$ cat src/rtl/mem_port_arbiter.sv
// Arbitrates a single-port fixed-latency memory between the IF fetch port and the MEM load/store port.
// MEM has priority; dm_run bounds how many MEM grants can pass a waiting IF request.
module mem_port_arbiter #(
    parameter int unsigned AW         = 32,
    parameter int unsigned DW         = 32,
    parameter int unsigned RD_LAT     = 2,
    parameter int unsigned MAX_DM_RUN = 4
) (
    input  logic          clk,
    input  logic          rst_n,
    input  logic          if_req,
    input  logic [AW-1:0] if_addr,
    output logic [DW-1:0] if_rdata,
    output logic          if_ready,
    output logic          if_stall,
    input  logic          dm_req,
    input  logic          dm_we,
    input  logic [AW-1:0] dm_addr,
    input  logic [DW-1:0] dm_wdata,
    output logic [DW-1:0] dm_rdata,
    output logic          dm_ready,
    output logic          dm_stall,
    output logic          mem_en,
    output logic          mem_we,
    output logic [AW-1:0] mem_addr,
    output logic [DW-1:0] mem_wdata,
    input  logic [DW-1:0] mem_rdata
);

    localparam int unsigned CW = 4;

    typedef enum logic [1:0] {IDLE, BUSY_IF, BUSY_DM} state_t;

    state_t        state_q, state_d;
    logic [CW-1:0] lat_q, lat_d;
    logic [CW-1:0] dm_run_q, dm_run_d;
    logic          lost_q, lost_d;
    logic          mem_en_q, mem_en_d;
    logic          mem_we_q, mem_we_d;
    logic [AW-1:0] mem_addr_q, mem_addr_d;
    logic [DW-1:0] mem_wdata_q, mem_wdata_d;
    logic          if_ready_q, if_ready_d;
    logic          dm_ready_q, dm_ready_d;
    logic [DW-1:0] if_rdata_q, if_rdata_d;
    logic [DW-1:0] dm_rdata_q, dm_rdata_d;

    logic if_elig, dm_elig, busy_req;

    // A requester whose ready is high this cycle is completing and must not be re-granted.
    assign if_elig = if_req & ~if_ready_q;
    assign dm_elig = dm_req & ~dm_ready_q;

    // Next-state and registered-output logic.
    always_comb begin
        state_d     = state_q;
        lat_d       = lat_q;
        dm_run_d    = dm_run_q;
        lost_d      = lost_q;
        mem_en_d    = 1'b0;
        mem_we_d    = mem_we_q;
        mem_addr_d  = mem_addr_q;
        mem_wdata_d = mem_wdata_q;
        if_ready_d  = 1'b0;
        dm_ready_d  = 1'b0;
        if_rdata_d  = if_rdata_q;
        dm_rdata_d  = dm_rdata_q;
        busy_req    = (state_q == BUSY_IF) ? if_req : dm_req;

        case (state_q)
            IDLE: begin
                if (!if_req) begin
                    dm_run_d = '0;
                end
                if (dm_elig && !(if_elig && (dm_run_q == CW'(MAX_DM_RUN)))) begin
                    state_d     = BUSY_DM;
                    mem_en_d    = 1'b1;
                    mem_we_d    = dm_we;
                    mem_addr_d  = dm_addr;
                    mem_wdata_d = dm_wdata;
                    lat_d       = '0;
                    lost_d      = 1'b0;
                    if (if_req && (dm_run_q != CW'(MAX_DM_RUN))) begin
                        dm_run_d = dm_run_q + CW'(1);
                    end
                end else if (if_elig) begin
                    state_d    = BUSY_IF;
                    mem_en_d   = 1'b1;
                    mem_we_d   = 1'b0;
                    mem_addr_d = if_addr;
                    lat_d      = '0;
                    lost_d     = 1'b0;
                    dm_run_d   = '0;
                end
            end
            BUSY_IF, BUSY_DM: begin
                if (!busy_req) begin
                    lost_d = 1'b1;
                end
                if (lat_q == CW'(RD_LAT)) begin
                    state_d = IDLE;
                    lat_d   = '0;
                    // A requester that let go at any point during the access gets no completion.
                    if (busy_req && !lost_q) begin
                        if (state_q == BUSY_IF) begin
                            if_ready_d = 1'b1;
                            if_rdata_d = mem_rdata;
                        end else begin
                            dm_ready_d = 1'b1;
                            if (!mem_we_q) begin
                                dm_rdata_d = mem_rdata;
                            end
                        end
                    end
                end else begin
                    lat_d = lat_q + CW'(1);
                end
            end
            default: begin
                state_d = IDLE;
            end
        endcase
    end

    always_ff @(posedge clk or negedge rst_n) begin
        if (!rst_n) begin
            state_q     <= IDLE;
            lat_q       <= '0;
            dm_run_q    <= '0;
            lost_q      <= 1'b0;
            mem_en_q    <= 1'b0;
            mem_we_q    <= 1'b0;
            mem_addr_q  <= '0;
            mem_wdata_q <= '0;
            if_ready_q  <= 1'b0;
            dm_ready_q  <= 1'b0;
            if_rdata_q  <= '0;
            dm_rdata_q  <= '0;
        end else begin
            state_q     <= state_d;
            lat_q       <= lat_d;
            dm_run_q    <= dm_run_d;
            lost_q      <= lost_d;
            mem_en_q    <= mem_en_d;
            mem_we_q    <= mem_we_d;
            mem_addr_q  <= mem_addr_d;
            mem_wdata_q <= mem_wdata_d;
            if_ready_q  <= if_ready_d;
            dm_ready_q  <= dm_ready_d;
            if_rdata_q  <= if_rdata_d;
            dm_rdata_q  <= dm_rdata_d;
        end
    end

    assign mem_en    = mem_en_q;
    assign mem_we    = mem_we_q;
    assign mem_addr  = mem_addr_q;
    assign mem_wdata = mem_wdata_q;
    assign if_ready  = if_ready_q;
    assign dm_ready  = dm_ready_q;
    assign if_rdata  = if_rdata_q;
    assign dm_rdata  = dm_rdata_q;
    assign if_stall  = if_req & ~if_ready_q;
    assign dm_stall  = dm_req & ~dm_ready_q;

endmodule

$ cat config.mk
export PLATFORM = sky130hd
export DESIGN_NAME = mem_port_arbiter
export DESIGN_NICKNAME = d
export VERILOG_FILES = /design/src/rtl/mem_port_arbiter.sv
export SDC_FILE = /design/constraint.sdc
export NUM_CORES = 1
export LEC_CHECK = 0
export ABC_AREA = 1
export CORE_ASPECT_RATIO = 1.2
export CORE_MARGIN = 2
export CORE_UTILIZATION = 35
export DETAILED_ROUTE_END_ITERATION = 7
export HOLD_SLACK_MARGIN = 0.08
export PLACE_DENSITY = 0.79
export SYNTH_ARGS = -nofsm -noshare
export SYNTH_HDL_FRONTEND = slang
export SYNTH_SLANG_ARGS = --single-unit
export TNS_END_PERCENT = 1
$ cat constraint.sdc
create_clock -name clk -period 2.4 [get_ports clk]
set_clock_uncertainty 0.15 [all_clocks]
set_input_delay 0.48 -clock clk [delete_from_list [all_inputs] [get_ports clk]]
set_output_delay 0.48 -clock clk [all_outputs]
set_load 0.05 [all_outputs]
==> key figures <==
Outcome
  • Status: completed

Routing
  • DR vias: 6,133
  • Number of routed nets with antenna violations: 0
  • Routed WL: 19,500 um
  • 1st-iter DRT viols: 305
  • DRC errors left: 0
  • Vias/cell: 4.81
  • TritonRoute pass-1 iters: 6
  • Post-DR wirelength/cell: 15.3 um

Synth
  • Seq/Total Area, Yosys: 55.1%
  • Post-synth net total: 915
  • Avg Inst Size Synth: 8.36 um^2
  • Netlist cell types: 28
  • Post-synth EDFFs: 0
  • Cells after synthesis: 776
  • Post-synth ARST share: 100%
  • Most frequent cell after synthesis: nand2_1
  • Largest area contributor in the netlist: dfrtp_1
  • Top post-synthesis cells by area: dfrtp_1 (55%), nand2_1 (19%), nand3_1 (6.4%), o21ai_0 (5.1%), nand3b_1 (3.7%)
  • Synth cell count leaders: nand2_1 (326), dfrtp_1 (143), nand3_1 (83)
  • Synth Flop Type: dfrtp_1
  • Yosys synthesis warning count: 0
  • Post-Syn Area: 6490 um^2
  • Seq cells post-synth: 143
  • Post-synth top area share: 55.1%

Clock network
  • Root buffer cell: clkbuf_16
  • CTS tree: built
  • TritonCTS buffer count: 17
  • Clock slew at reported path FFs: 0.06 ns
  • H-tree lvl count: 4
  • Bufs on Longest Clock Path: 2
  • PostCTS Resize Cnt: 0
  • # clock sinks: 143
  • Clock latency on the worst-skew pair: 0.41 ns

Pwr
  • Max VDD drop: 0.712 mV
  • Power Dens Cells: 1420 nW/um^2
  • Leak: 4.95 nW

STA
  • Worst-Margin Slew: 0.861 ns
  • Fin crit period: 2.34 ns
  • Worst slew margin: 42.5%
  • Final Max Tran Viols: 0
  • Setup TNS: 0 ns
  • Final Cycle Share: 97.5%
  • Fmax achieved: 428 MHz
  • Endpoints failing setup: 0
  • Fin. Hold Viols: 0
  • RSZ-0062 raised after global routing: no
  • Setup WS post-layout: 0.0610 ns

Global route
  • Vias in the first global route: 6,109
  • Initial antenna violation count: 0
  • Global-route wire length before repair: 31,200 um
  • GRT Total Usage: 20.0%
  • Total congestion overflow: 0
  • Largest net degree at the start of global routing: 69

Setup path
  • Worst path top cell family by delay: buffers and inverters
  • Data arrival time of the worst path: 1.71 ns
  • CP Launch Type: flip-flop
  • CP Class: reg -> out
  • CP max stage cell: clkdlybuf4s50_1
  • WP buf/inv: 1
  • Setup crit end kind: primary output
  • Cells along the critical path: clkdlybuf4s50_1
  • Max incr delay on CP: 0.87 ns
  • Worst EP required: 1.77 ns
  • Crit path max fanout: 4

Flow run
  • Max-cap check violation count: 0

Placed design
  • IO buf count: 266
  • Pre-CTS setup slack: 0.0688 ns
  • Routability cong.: 0.779
  • Dpl hpwl: 13,500 um

Floorplanning
  • Core area: 18,200 um^2
  • Die span in x: 128 um
  • Starting density of the core: 35.7%
  • Num ports: 267
  • Die height: 153 um
  • Die area: 19,700 um^2
  • Cell Rows: 54

Cells and area
  • Ratio of cells with drive above 1 in the final layout: 6.66%
  • Multi-input gate area: 2490 um^2
  • Synth-to-layout area growth: 55.9%
  • Flip-flop and latch area: 3580 um^2
  • Final #Nets: 1,177
  • Fillers: 1,632
  • # diodes: 0

Worst hold path
  • Worst hold path class: reg -> reg
[report_power, final]
group / internal [mW] / switching, mW / total, mW
Sequential: 3.37 / 0.524 / 3.89
Clock: 1.79 / 1.06 / 2.85
Combinational: 2.41 / 5.17 / 7.58
Total: 7.57 / 6.76 / 14.3
[repair_timing]
item / in CTS / in global routing
buffers inserted: 0 / 0
hold buffers: 1 / 0
hold endpoints to repair: 30 / 0
[registers in the layout, summed over array words and instances, names as in the netlist, 2 cells and up]
| register | cells |
|---|---|
| dm_rdata | 32 |
| dm_run_q | 4 |
| if_rdata | 32 |
| lat_q | 4 |
| mem_addr | 32 |
| mem_wdata | 32 |
| state_q | 2 |
[logic make-up after synthesis]
group / synth area share [%]
compound gates: 5.88
fa+ha+maj: 1.16
flops: 55.1
simple gates: 31.0
xor+xnor: 0.405
buf+inv: 6.42
[worst min-delay path, cell delays in order, from the launching register on]
cell	delay, ns
dfrtp_1	0.34
nand2_1	0.05
nand2_1	0.05
[path summary, 6_finish.rpt]
path                            slack, ns             to  depth (start not counted)   startpoint
min in group asynchronous            0.37   if_rdata[12]                          2        rst_n
worst min register to register       0.32    dm_rdata[7]                          2  dm_rdata[7]
worst max register to register       0.19  mem_wdata[26]                          9  dm_run_q[0]
worst max-delay path                 0.06       if_ready                          1     if_ready
worst min-delay path                 0.32    dm_rdata[7]                          2  dm_rdata[7]
max in group asynchronous            1.06   if_rdata[26]                          3        rst_n
[per-stage QoR]
step                      hold WS, ns  area [um^2]  util (%)  cells  power, mW
after floorplan                0.0344         6490         -    776       8.72
after global placement          0.242         9460      52.1   1242       11.4
after detailed placement        0.242         9460      52.1   1242       11.5
after CTS                       0.328        10100      55.7   1275       14.5
after global routing            0.350        10100      55.7   1275       15.1
final                           0.324        10100      55.7   1275       14.3
[per-layer routing]
layer  part of all wire [%]  GRT usage, %  vias to the layer above
met5                      0             0                        -
met4                    2.1          6.28                        0
met3                    8.2          6.27                       30
met2                     50          35.3                      232
met1                     40          22.9                     2878
li1                       -             -                     2993
[final cells by class]
class	count	area share (%)
Clock buffer	18	4.34
Inverter	48	1.78
Clock inverter	14	2.02
Multi-Input combinational cell	540	24.7
Tap cell	224	2.77
Timing Repair Buffer	288	29.1
Sequential cell	143	35.4
[cells in the final DEF (no fill, tap or decap), drive strengths merged, types with 2 or more instances in the layout]
cell type      netlist  layout
a21oi                4       4
dfrtp              143     143
inv                 48      52
buf                 33      24
nand3b              32      32
bufinv               0       4
ha                   6       6
clkinv               0       4
nor2                 8       8
clkdlybuf4s50        0     263
clkinvlp             0       2
xnor2                2       2
nand3               84      84
nand2              328     328
clkbuf              12      18
o21ai               68      68
nor3                 2       2
nand4                3       3
No activity file was read; power rests on OpenSTA's default activity.
